===== src/rtl/deadlock_origin_reporter.sv =====
// deadlock_origin_reporter: debounces per-process deadlock flags, picks one
// origin, reports it to the monitor, then clears tokens and waits for drain.
// Optional macro DL_REPORT_EVENT_CNT_EN adds the dl_event_cnt output.
module deadlock_origin_reporter #(
  parameter int PROC_NUM       = 2,
  parameter int CONFIRM_CYCLES = 2,
  parameter int ID_W           = (PROC_NUM > 1) ? $clog2(PROC_NUM) : 1
) (
  input  logic                clock,
  input  logic                reset,
  input  logic [PROC_NUM-1:0] dl_in_vec,
  output logic                dl_detect_out,
  output logic [PROC_NUM-1:0] origin,
  output logic                token_clear,
  output logic                report_vld,
  output logic [ID_W-1:0]     report_id,
  input  logic                report_rdy
`ifdef DL_REPORT_EVENT_CNT_EN
  ,
  output logic [15:0]         dl_event_cnt
`endif
);

  localparam int CW = (CONFIRM_CYCLES > 1) ? $clog2(CONFIRM_CYCLES) : 1;
  localparam logic [CW-1:0] LAST = CW'(CONFIRM_CYCLES - 1);
  localparam logic [PROC_NUM-1:0] ONE = PROC_NUM'(1);

  typedef enum logic [2:0] {
    S_IDLE,
    S_CONF,
    S_DET,
    S_CLR,
    S_DRN
  } state_t;

  state_t              r_state;
  logic [ID_W-1:0]     r_cand;
  logic [CW-1:0]       r_cnt;
  logic                r_det;
  logic [PROC_NUM-1:0] r_origin;
  logic                r_tclr;
  logic                r_vld;
  logic [ID_W-1:0]     r_id;

  logic [ID_W-1:0]     w_pick;
  logic                w_cand_set;
  logic [PROC_NUM-1:0] w_onehot;
  logic                w_handshake;

  // Fixed-priority encoder: lowest set flag wins.
  always_comb begin
    w_pick = '0;
    for (int i = PROC_NUM - 1; i >= 0; i--) begin
      if (dl_in_vec[i]) w_pick = ID_W'(i);
    end
  end

  assign w_cand_set  = dl_in_vec[r_cand];
  assign w_onehot    = ONE << r_cand;
  assign w_handshake = (r_state == S_DET) && r_vld && report_rdy;

  // Detection FSM with all outputs registered alongside the state.
  always_ff @(posedge clock or posedge reset) begin
    if (reset) begin
      r_state  <= S_IDLE;
      r_cand   <= '0;
      r_cnt    <= '0;
      r_det    <= 1'b0;
      r_origin <= '0;
      r_tclr   <= 1'b0;
      r_vld    <= 1'b0;
      r_id     <= '0;
    end else begin
      unique case (r_state)
        S_IDLE: begin
          if (|dl_in_vec) begin
            r_cand  <= w_pick;
            r_cnt   <= '0;
            r_state <= S_CONF;
          end
        end
        S_CONF: begin
          if (!w_cand_set) begin
            r_state <= S_IDLE;
          end else if (r_cnt == LAST) begin
            r_state  <= S_DET;
            r_det    <= 1'b1;
            r_origin <= w_onehot;
            r_vld    <= 1'b1;
            r_id     <= r_cand;
          end else begin
            r_cnt <= r_cnt + 1'b1;
          end
        end
        S_DET: begin
          if (w_handshake) begin
            r_state <= S_CLR;
            r_vld   <= 1'b0;
            r_id    <= '0;
            r_tclr  <= 1'b1;
          end
        end
        S_CLR: begin
          r_state  <= S_DRN;
          r_tclr   <= 1'b0;
          r_origin <= '0;
        end
        S_DRN: begin
          if (dl_in_vec == '0) begin
            r_state <= S_IDLE;
            r_det   <= 1'b0;
          end
        end
        default: begin
          r_state <= S_IDLE;
        end
      endcase
    end
  end

  assign dl_detect_out = r_det;
  assign origin        = r_origin;
  assign token_clear   = r_tclr;
  assign report_vld    = r_vld;
  assign report_id     = r_id;

`ifdef DL_REPORT_EVENT_CNT_EN
  logic [15:0] r_evt;

  // Saturating count of completed report handshakes.
  always_ff @(posedge clock or posedge reset) begin
    if (reset) begin
      r_evt <= '0;
    end else if (w_handshake && (r_evt != 16'hFFFF)) begin
      r_evt <= r_evt + 16'd1;
    end
  end

  assign dl_event_cnt = r_evt;
`endif

endmodule

===== config.mk =====
export PLATFORM = sky130hd
export DESIGN_NAME = deadlock_origin_reporter
export DESIGN_NICKNAME = d
export VERILOG_FILES = /design/src/rtl/deadlock_origin_reporter.sv
export SDC_FILE = /design/constraint.sdc
export NUM_CORES = 1
export LEC_CHECK = 0
export BUFFER_PORTS_ARGS = -buffer_cell sky130_fd_sc_hd__buf_2
export CAP_MARGIN = 20
export CORE_AREA = 2 2 39 41
export DETAILED_ROUTE_END_ITERATION = 10
export DIE_AREA = 0 0 41 43
export REMOVE_ABC_BUFFERS = 1
export SLEW_MARGIN = 10
export SYNTH_ARGS = -nofsm -noshare
export SYNTH_HDL_FRONTEND = slang
export SYNTH_SLANG_ARGS = --single-unit

===== constraint.sdc =====
create_clock -name clock -period 1.48 [get_ports clock]
set_input_delay 0.074 -clock clock [delete_from_list [all_inputs] [get_ports clock]]
set_output_delay 0.074 -clock clock [all_outputs]
set_load 0.05 [all_outputs]

==> results of run 1 <==
sequential cells by signal (all words and copies together), names as in the netlist:
signal and cells:
dl_detect_out 1, token_clear 1, origin 2, r_state 3
r_cnt 1, report_id 1, report_vld 1, r_cand 1
logic make-up (layout without fill, tap and decap cells):
kind of cell / Yosys count / after routing
simple gates: 17 / 17
flops: 11 / 11
compound gates: 16 / 16
buf+inv: 5 / 18
mux: 2 / 2
cell usage after synthesis:
cell,number,area share
nand3_1,3,0.029
o32a_1,1,0.019
and4bb_2,1,0.024
mux2_2,1,0.022
o21ai_0,4,0.039
mux2i_1,1,0.019
or3_1,2,0.024
o21a_1,1,0.015
a21oi_1,5,0.048
buf_2,1,0.0097
nor3_1,1,0.0097
clkbuf_2,1,0.0097
and3_2,1,0.015
nor2_1,4,0.029
inv_1,2,0.015
nand2_1,3,0.022
nor2b_1,1,0.012
o31ai_1,2,0.029
a41oi_1,1,0.017
o21bai_1,1,0.015
nand4bb_1,1,0.022
o32ai_1,1,0.017
inv_2,1,0.0073
dfrtp_1,11,0.53
layout make-up:
cell class                 instances  share of cell area
sequential                        11              0.4490
multi-input combinational         35              0.3592
timing repair buffer              11             0.09796
clock buffer                       4             0.04286
tap                               16             0.03265
inverter                           3             0.01837
critical path, cell delays in order (launching register included):
cell,delay [ps]
dfrtp_1,470
inv_2,80
or3_1,390
o32a_1,290
cells in the final DEF, fill, tap and decap left out, drive strengths merged, types with 2 or more instances in the layout:
cell / n
dfrtp: 11
buf: 10
a21oi: 5
o21ai: 4
nor2: 4
clkbuf: 4
nand3: 3
nand2: 3
inv: 3
or3: 2
o31ai: 2
report_power, final:
group / leakage, nW / switching, mW / total [mW] / internal, mW
logic: 0.119 / 0.424 / 0.639 / 0.214
clock network: 0.0150 / 0.103 / 0.207 / 0.104
registers: 0.136 / 0.141 / 0.569 / 0.428
path summary, 6_finish.rpt:
kind / from / endpoint / slack (ps)
worst max-delay path: r_state[2]$_DFFE_PP0P_ / dl_detect_out$_DFFE_PP0P_ / 140
worst min-delay path: dl_in_vec[0] / r_cand$_DFFE_PP0P_ / 20
worst max register to register: r_state[2]$_DFFE_PP0P_ / dl_detect_out$_DFFE_PP0P_ / 140
worst min register to register: r_cnt$_DFFE_PP0P_ / r_state[0]$_DFFE_PP0P_ / 510
max in group asynchronous: reset / report_vld$_DFFE_PP0P_ / 850
min in group asynchronous: reset / origin[0]$_DFFE_PP0P_ / 330
layer usage:
metal	wire (um)	global-route usage	up-vias
met3	49	0.06283	5
met1	478	0.1815	209
li1	-	-	214
met2	448	0.2000	11
met5	0	0	-
met4	31	0.1000	0
==> impl_metrics.env, run 1 <==
export IMPL_cts_buffers_inserted=3
export IMPL_avgSynthCellArea_um2=10.13
export IMPL_fin_crit_sh=0.9043
export IMPL_grt_pass1_vias=400
export IMPL_wirelength_um=1008
export IMPL_first_pass_iters=4
export IMPL_finalCriticalPeriod_ps=1338
export IMPL_muxShareOfSynthArea=0.04116
export IMPL_numPortBuffers=10
export IMPL_drc=0
export IMPL_power_leakage_nw=0.2701
export IMPL_drive_gt1_frac=0.2656
export IMPL_synthAdderAreaFrac=0
export IMPL_setup_slack_ps=141.7
export IMPL_fp_dieW_um=41
export IMPL_die_h_um=43
export IMPL_critical_path_class="flip-flop to flip-flop"
export IMPL_syn_cell_area_um2=516.7
export IMPL_tritoncts="built"
export IMPL_clock_path_buffers=2
export IMPL_clk_pin_slew_ps=70
export IMPL_fin_area_um2=613.1
export IMPL_power_per_cell_area_mw_per_mm2=2307
export IMPL_grt_first_pass_wirelength_um=1662
export IMPL_postRouteAntennaNets=0
export IMPL_dp_hpwl_um=733.7
export IMPL_setup_viol_count_final=0
export IMPL_initial_core_util=0.3734
export IMPL_tns_ps=0
export IMPL_yosys_warnings=0
export IMPL_critPathRequiredTime_ps=1640
export IMPL_stdcell_count=80
export IMPL_synth_compound_area_frac=0.1985
export IMPL_ys_types=24
export IMPL_tightest_slew_ps=427.3
export IMPL_nNetsFinal=70
export IMPL_gp_congestion=0.7491
export IMPL_synth_seq_area_share=0.5327
export IMPL_place_inst=75
export IMPL_ir_drop_uv=768.6
export IMPL_grt_start_max_net_pins=12
export IMPL_insertion_delay_ps=270
export IMPL_grt_overflow=0
export IMPL_synthCells=51
export IMPL_dpl_instance_area_um2=576.8
export IMPL_final_util=0.4430
export IMPL_cts_root_buffer="clkbuf_4"
export IMPL_place_ws_ps=153.0
export IMPL_cp_end_kind="flip-flop"
export IMPL_min_path_cells=2
export IMPL_worst_hold_slack_ps=22.87
export IMPL_drt_initial_drc_count=11
export IMPL_cp_arrival_ps=1500
export IMPL_hold_violations=0
export IMPL_vias=439
export IMPL_final_seq_area_um2=275.3
export IMPL_antenna_cells=0
export IMPL_cts_setup_buffers=0
export IMPL_cts_resized_gates=0
export IMPL_synth_seq_cells=11
export IMPL_synthSimpleGateAreaFrac=0.1864
export IMPL_r2r_cells=3
export IMPL_synth_top_family_by_area="compound AO/OA/AOI/OAI gates"
export IMPL_htree_levels=1
export IMPL_num_io_pins=11
export IMPL_drv_slew=0
export IMPL_max_slew_margin_rel=0.7148
export IMPL_status="finished, final reports clean"
export IMPL_clkSinkCount=11
export IMPL_finalPower_mw=1.414
export IMPL_viasPerCell=5.488
export IMPL_hold_path_class="input pin to flip-flop"
export IMPL_grt_util_all_layers=0.1478
export IMPL_path_max_fanout=8
export IMPL_critPathLaunchType="flip-flop"
export IMPL_dieArea_mm2=0.001763
export IMPL_wl_per_cell_um=12.60
export IMPL_final_fill_count=134
export IMPL_ctsHoldBuffers=1
export IMPL_areaGrowthSynthToFinish_pct=18.64
export IMPL_drv_cap=0
export IMPL_rsz0062_at_grt="false"
export IMPL_core_area_mm2=0.001384
export IMPL_multi_input_area_um2=220.2
export IMPL_yosys_area_share_xor_xnor=0
export IMPL_antenna_found_initial=0
export IMPL_fmax_ghz=0.7472
export IMPL_finClkSkew_ps=1.013
export IMPL_row_count=14
Note: power is estimated with default switching activity, not from simulation.
==> run 2, diff against run 1 <==
- ABC_CLOCK_PERIOD_IN_PS: unset -> 1480
- CELL_PAD_IN_SITES_DETAIL_PLACEMENT: unset -> 0
- CELL_PAD_IN_SITES_GLOBAL_PLACEMENT: unset -> 1
- CORE_AREA: 2 2 39 41 -> unset
- CORE_MARGIN: unset -> 1.5
- CORE_UTILIZATION: unset -> 37
- DIE_AREA: 0 0 41 43 -> unset
- PLACE_DENSITY_LB_ADDON: unset -> 0.05
==> impl_metrics.env, run 2 (synthesis gave the netlist of run 1 again) <==
export IMPL_status="finished, final reports clean"
export IMPL_dp_hpwl_um=788.9
export IMPL_initial_core_util=0.3971
export IMPL_grt_util_all_layers=0.1603
export IMPL_cts_buffers_inserted=3
export IMPL_rsz0062_at_grt="false"
export IMPL_num_io_pins=11
export IMPL_grt_start_max_net_pins=12
export IMPL_r2r_cells=3
export IMPL_nNetsFinal=70
export IMPL_drc=0
export IMPL_grt_pass1_vias=368
export IMPL_maxUsedRoutingLayer="met4"
export IMPL_critPathRequiredTime_ps=1630
export IMPL_areaGrowthSynthToFinish_pct=18.40
export IMPL_antenna_found_initial=0
export IMPL_drv_slew=0
export IMPL_insertion_delay_ps=260
export IMPL_antenna_cells=0
export IMPL_cts_root_buffer="clkbuf_4"
export IMPL_cts_setup_buffers=0
export IMPL_wl_per_cell_um=13.35
export IMPL_cp_end_kind="flip-flop"
export IMPL_final_seq_area_um2=275.3
export IMPL_crit_path_end="dl_detect_out$_DFFE_PP0P_"
export IMPL_tightest_slew_ps=420.2
export IMPL_final_cell_mix="dfrtp_1 (11), buf_2 (10), a21oi_1 (5), o21ai_0 (4), nor2_1 (4)"
export IMPL_grt_overflow=0
export IMPL_gp_congestion=0.8345
export IMPL_core_area_mm2=0.001301
export IMPL_ir_drop_uv=918.4
export IMPL_power_leakage_nw=0.2701
export IMPL_multi_input_area_um2=220.2
export IMPL_setup_slack_ps=118.3
export IMPL_clk_pin_slew_ps=70
export IMPL_tns_ps=0
export IMPL_fin_crit_sh=0.9201
export IMPL_htree_levels=1
export IMPL_critPathLaunchType="flip-flop"
export IMPL_grt_first_pass_wirelength_um=1635
export IMPL_wirelength_um=1055
export IMPL_place_ws_ps=136.1
export IMPL_rr_endpoint="dl_detect_out$_DFFE_PP0P_"
export IMPL_clkSinkCount=11
export IMPL_dpl_instance_area_um2=575.6
export IMPL_vias=418
export IMPL_power_per_cell_area_mw_per_mm2=2326
export IMPL_viasPerCell=5.291
export IMPL_wl_met2_um=471
export IMPL_dieArea_mm2=0.001630
export IMPL_fmax_ghz=0.7344
export IMPL_cp_arrival_ps=1510
export IMPL_drive_gt1_frac=0.2656
export IMPL_fp_dieW_um=40.37
export IMPL_finalCriticalPeriod_ps=1362
export IMPL_finClkSkew_ps=1.469
export IMPL_final_common_cell="dfrtp_1"
export IMPL_postRouteAntennaNets=0
export IMPL_dr_wl_met3_um=72
export IMPL_largest_register="r_state"
export IMPL_die_h_um=40.37
export IMPL_drv_cap=0
export IMPL_row_count=13
export IMPL_ff2ff_setup_slack_ps=120
export IMPL_setup_viol_count_final=0
export IMPL_path_max_fanout=8
export IMPL_fin_area_um2=611.8
export IMPL_timing_rr_start="r_state[2]$_DFFE_PP0P_"
export IMPL_place_inst=74
export IMPL_critPathLaunch="r_state[2]$_DFFE_PP0P_"
export IMPL_clock_path_buffers=2
export IMPL_wl_met1_um=504
export IMPL_hold_violations=0
export IMPL_numPortBuffers=10
export IMPL_critical_path_class="flip-flop to flip-flop"
export IMPL_hold_path_class="input pin to flip-flop"
export IMPL_first_pass_iters=4
export IMPL_largest_reg_flops=3
export IMPL_drt_initial_drc_count=7
export IMPL_tritoncts="built"
export IMPL_finalPower_mw=1.423
export IMPL_max_slew_margin_rel=0.7195
export IMPL_final_fill_count=137
export IMPL_stdcell_count=79
## run 2: cell counts in the layout (fill, tap and decap cells not counted)
Identical to the previous run, type by type.
## run 2: where the power goes
part / switching [mW] / internal (mW) / leakage (nW) / total, mW
combinational: 0.431 / 0.215 / 0.119 / 0.646
clock: 0.0971 / 0.104 / 0.0150 / 0.201
sequential: 0.148 / 0.428 / 0.136 / 0.576
total: 0.676 / 0.747 / 0.270 / 1.42
## run 2: area by class of cell
type,instances,area share
clock buffer,4,0.04294
inverter,3,0.01840
multi-input combinational,35,0.3599
sequential,11,0.4499
tap,15,0.03067
timing repair buffer,11,0.09816
## run 2: worst min-delay path by stage
stage	cells past startpoint	end	start	slack, ps
final	2	r_cand$_DFFE_PP0P_	dl_in_vec[0]	40
after global routing	2	r_cand$_DFFE_PP0P_	dl_in_vec[0]	40
after CTS	2	r_cand$_DFFE_PP0P_	dl_in_vec[0]	30
after detailed placement	2	origin[0]$_DFFE_PP0P_	reset	100
after global placement	2	origin[1]$_DFFE_PP0P_	reset	70
after floorplan	1	dl_detect_out$_DFFE_PP0P_	reset	-70
## run 2: critical path, cell delays in order, from the launching register on
cell and delay (ps):
dfrtp_1 470, inv_2 80, or3_1 400, o32a_1 300
## run 2: per-layer routing
| metal | global-route usage | up-vias |
|---|---|---|
| li1 | - | 215 |
| met1 | 0.2131 | 188 |
| met2 | 0.2302 | 13 |
| met3 | 0.03889 | 2 |
| met4 | 0.1000 | 0 |
| met5 | 0 | - |
## run 2: per-stage QoR
stage | utilization | hold slack (ps)
floorplan | - | -73.56
global placement | 0.4423 | 71.67
detailed placement | 0.4423 | 95.59
CTS | 0.4702 | 33.36
global route | 0.4702 | 40.76
finish | 0.4702 | 36.45
## run 2: what timing repair did
action | CTS | global route
endpoints found under the hold margin | 11 | 0
gates resized for setup | 0 | 0
hold buffers | 1 | 0
endpoints found under the setup margin | 0 | 0
==> run 3, diff against run 2 <==
- PLACE_DENSITY: unset -> 0.78
- PLACE_DENSITY_LB_ADDON: 0.05 -> unset
- SKIP_CTS_REPAIR_TIMING: unset -> 1
==> impl_metrics.env, run 3 (synthesis gave the netlist of run 1 again) <==
export IMPL_status="finished, final reports clean"
export IMPL_grt_pass1_vias=374
export IMPL_ff2ff_setup_slack_ps=120
export IMPL_initial_core_util=0.3971
export IMPL_setup_slack_ps=122.1
export IMPL_critPathSlowestCell="dfrtp_1"
export IMPL_met1_usage=0.2279
export IMPL_largest_register="r_state"
export IMPL_clk_pin_slew_ps=70
export IMPL_worst_hold_slack_ps=22.15
export IMPL_row_count=13
export IMPL_num_io_pins=11
export IMPL_grtUsageMet2=0.2262
export IMPL_finalPower_mw=1.413
export IMPL_cts_buffers_inserted=3
export IMPL_critical_path_cell_chain="inv_2 > or3_1 > o32a_1"
export IMPL_path_max_fanout=8
export IMPL_cp_end_kind="flip-flop"
export IMPL_antenna_found_initial=0
export IMPL_clock_path_buffers=2
export IMPL_finalCriticalPeriod_ps=1358
export IMPL_dpl_instance_area_um2=575.6
export IMPL_tritoncts="built"
export IMPL_final_cell_mix="dfrtp_1 (11), buf_2 (10), a21oi_1 (5), o21ai_0 (4), nor2_1 (4)"
export IMPL_wirelength_um=993
export IMPL_htree_levels=1
export IMPL_dieArea_mm2=0.001630
export IMPL_setup_viol_count_final=0
export IMPL_largest_reg_flops=3
export IMPL_numPortBuffers=10
export IMPL_grt_overflow=0
export IMPL_final_common_cell="dfrtp_1"
export IMPL_final_seq_area_um2=275.3
export IMPL_fp_dieW_um=40.37
export IMPL_grt_start_max_net_pins=12
export IMPL_rr_endpoint="dl_detect_out$_DFFE_PP0P_"
export IMPL_grt_first_pass_wirelength_um=1704
export IMPL_max_slew_margin_rel=0.7229
export IMPL_tightest_slew_ps=415.2
export IMPL_drv_slew=0
export IMPL_clkSinkCount=11
export IMPL_min_from="dl_in_vec[0]"
export IMPL_drv_cap=0
export IMPL_grt_util_all_layers=0.1598
export IMPL_multi_input_area_um2=220.2
export IMPL_r2r_cells=3
export IMPL_cts_root_buffer="clkbuf_4"
export IMPL_fin_crit_sh=0.9175
export IMPL_die_h_um=40.37
export IMPL_drive_gt1_frac=0.2656
export IMPL_fmax_ghz=0.7364
export IMPL_power_per_cell_area_mw_per_mm2=2310
export IMPL_critical_path_class="flip-flop to flip-flop"
export IMPL_ir_drop_uv=744.3
export IMPL_postRouteAntennaNets=0
export IMPL_place_inst=74
export IMPL_final_fill_count=135
export IMPL_cp_arrival_ps=1520
export IMPL_final_util=0.4702
export IMPL_wl_per_cell_um=12.57
export IMPL_insertion_delay_ps=270
export IMPL_critPathLaunchType="flip-flop"
export IMPL_crit_path_end="dl_detect_out$_DFFE_PP0P_"
export IMPL_finClkSkew_ps=1.428
export IMPL_viasPerCell=5.114
export IMPL_critPathRequiredTime_ps=1640
export IMPL_power_leakage_nw=0.2701
export IMPL_drt_initial_drc_count=5
export IMPL_dp_hpwl_um=730.4
export IMPL_first_pass_iters=4
export IMPL_tns_ps=0
export IMPL_max_stage_delay_ps=480
export IMPL_hold_path_class="input pin to flip-flop"
export IMPL_antenna_cells=0
export IMPL_nNetsFinal=70
export IMPL_vias=404
export IMPL_core_area_mm2=0.001301
export IMPL_rsz0062_at_grt="false"
export IMPL_fin_area_um2=611.8
export IMPL_hold_violations=0
export IMPL_critPathLaunch="r_state[2]$_DFFE_PP0P_"
export IMPL_grt_use_met3=0.03333
export IMPL_drc=0
export IMPL_place_ws_ps=137.0
export IMPL_timing_rr_start="r_state[2]$_DFFE_PP0P_"
export IMPL_gp_congestion=0.7579
export IMPL_stdcell_count=79
export IMPL_areaGrowthSynthToFinish_pct=18.40
export IMPL_gr_max_usage_layer="met1"
## run 3: cell counts in the layout (fill, tap and decap cells not counted)
Identical to the previous run, type by type.
## run 3: how the worst min path moves through the flow
stage                                endpoint  slack (ps)  cells past startpoint
floorplan           dl_detect_out$_DFFE_PP0P_         -70                      1
global placement      token_clear$_DFFE_PP0P_          90                      2
detailed placement      report_id$_DFFE_PP0P_          90                      2
CTS                   token_clear$_DFFE_PP0P_        -210                      2
global route               r_cand$_DFFE_PP0P_          40                      2
finish                     r_cand$_DFFE_PP0P_          20                      2
## run 3: critical path, delay by kind of cell, from the launching register on
| family | cells | cell delay (ps) |
|---|---|---|
| and+or+nand+nor | 1 | 390 |
| buffers and inverters | 1 | 80 |
| AOI/OAI and AO/OA | 1 | 290 |
| DFF | 1 | 480 |
## run 3: area by class of cell
type / instances / area share
Sequential cell: 11 / 0.4499
Multi-Input combinational cell: 35 / 0.3599
Timing Repair Buffer: 11 / 0.09816
Clock buffer: 4 / 0.04294
Inverter: 3 / 0.01840
Tap cell: 15 / 0.03067
## run 3: where the power goes
part | switching (mW) | internal [mW] | leakage, nW
clock | 0.106 | 0.104 | 0.0150
combinational | 0.419 | 0.214 | 0.119
sequential | 0.142 | 0.428 | 0.136
## run 3: layer usage
metal / up-vias / share of wire
li1: 210 / -
met4: 0 / 0.019
met3: 2 / 0.033
met5: - / 0
met2: 7 / 0.45
met1: 185 / 0.49
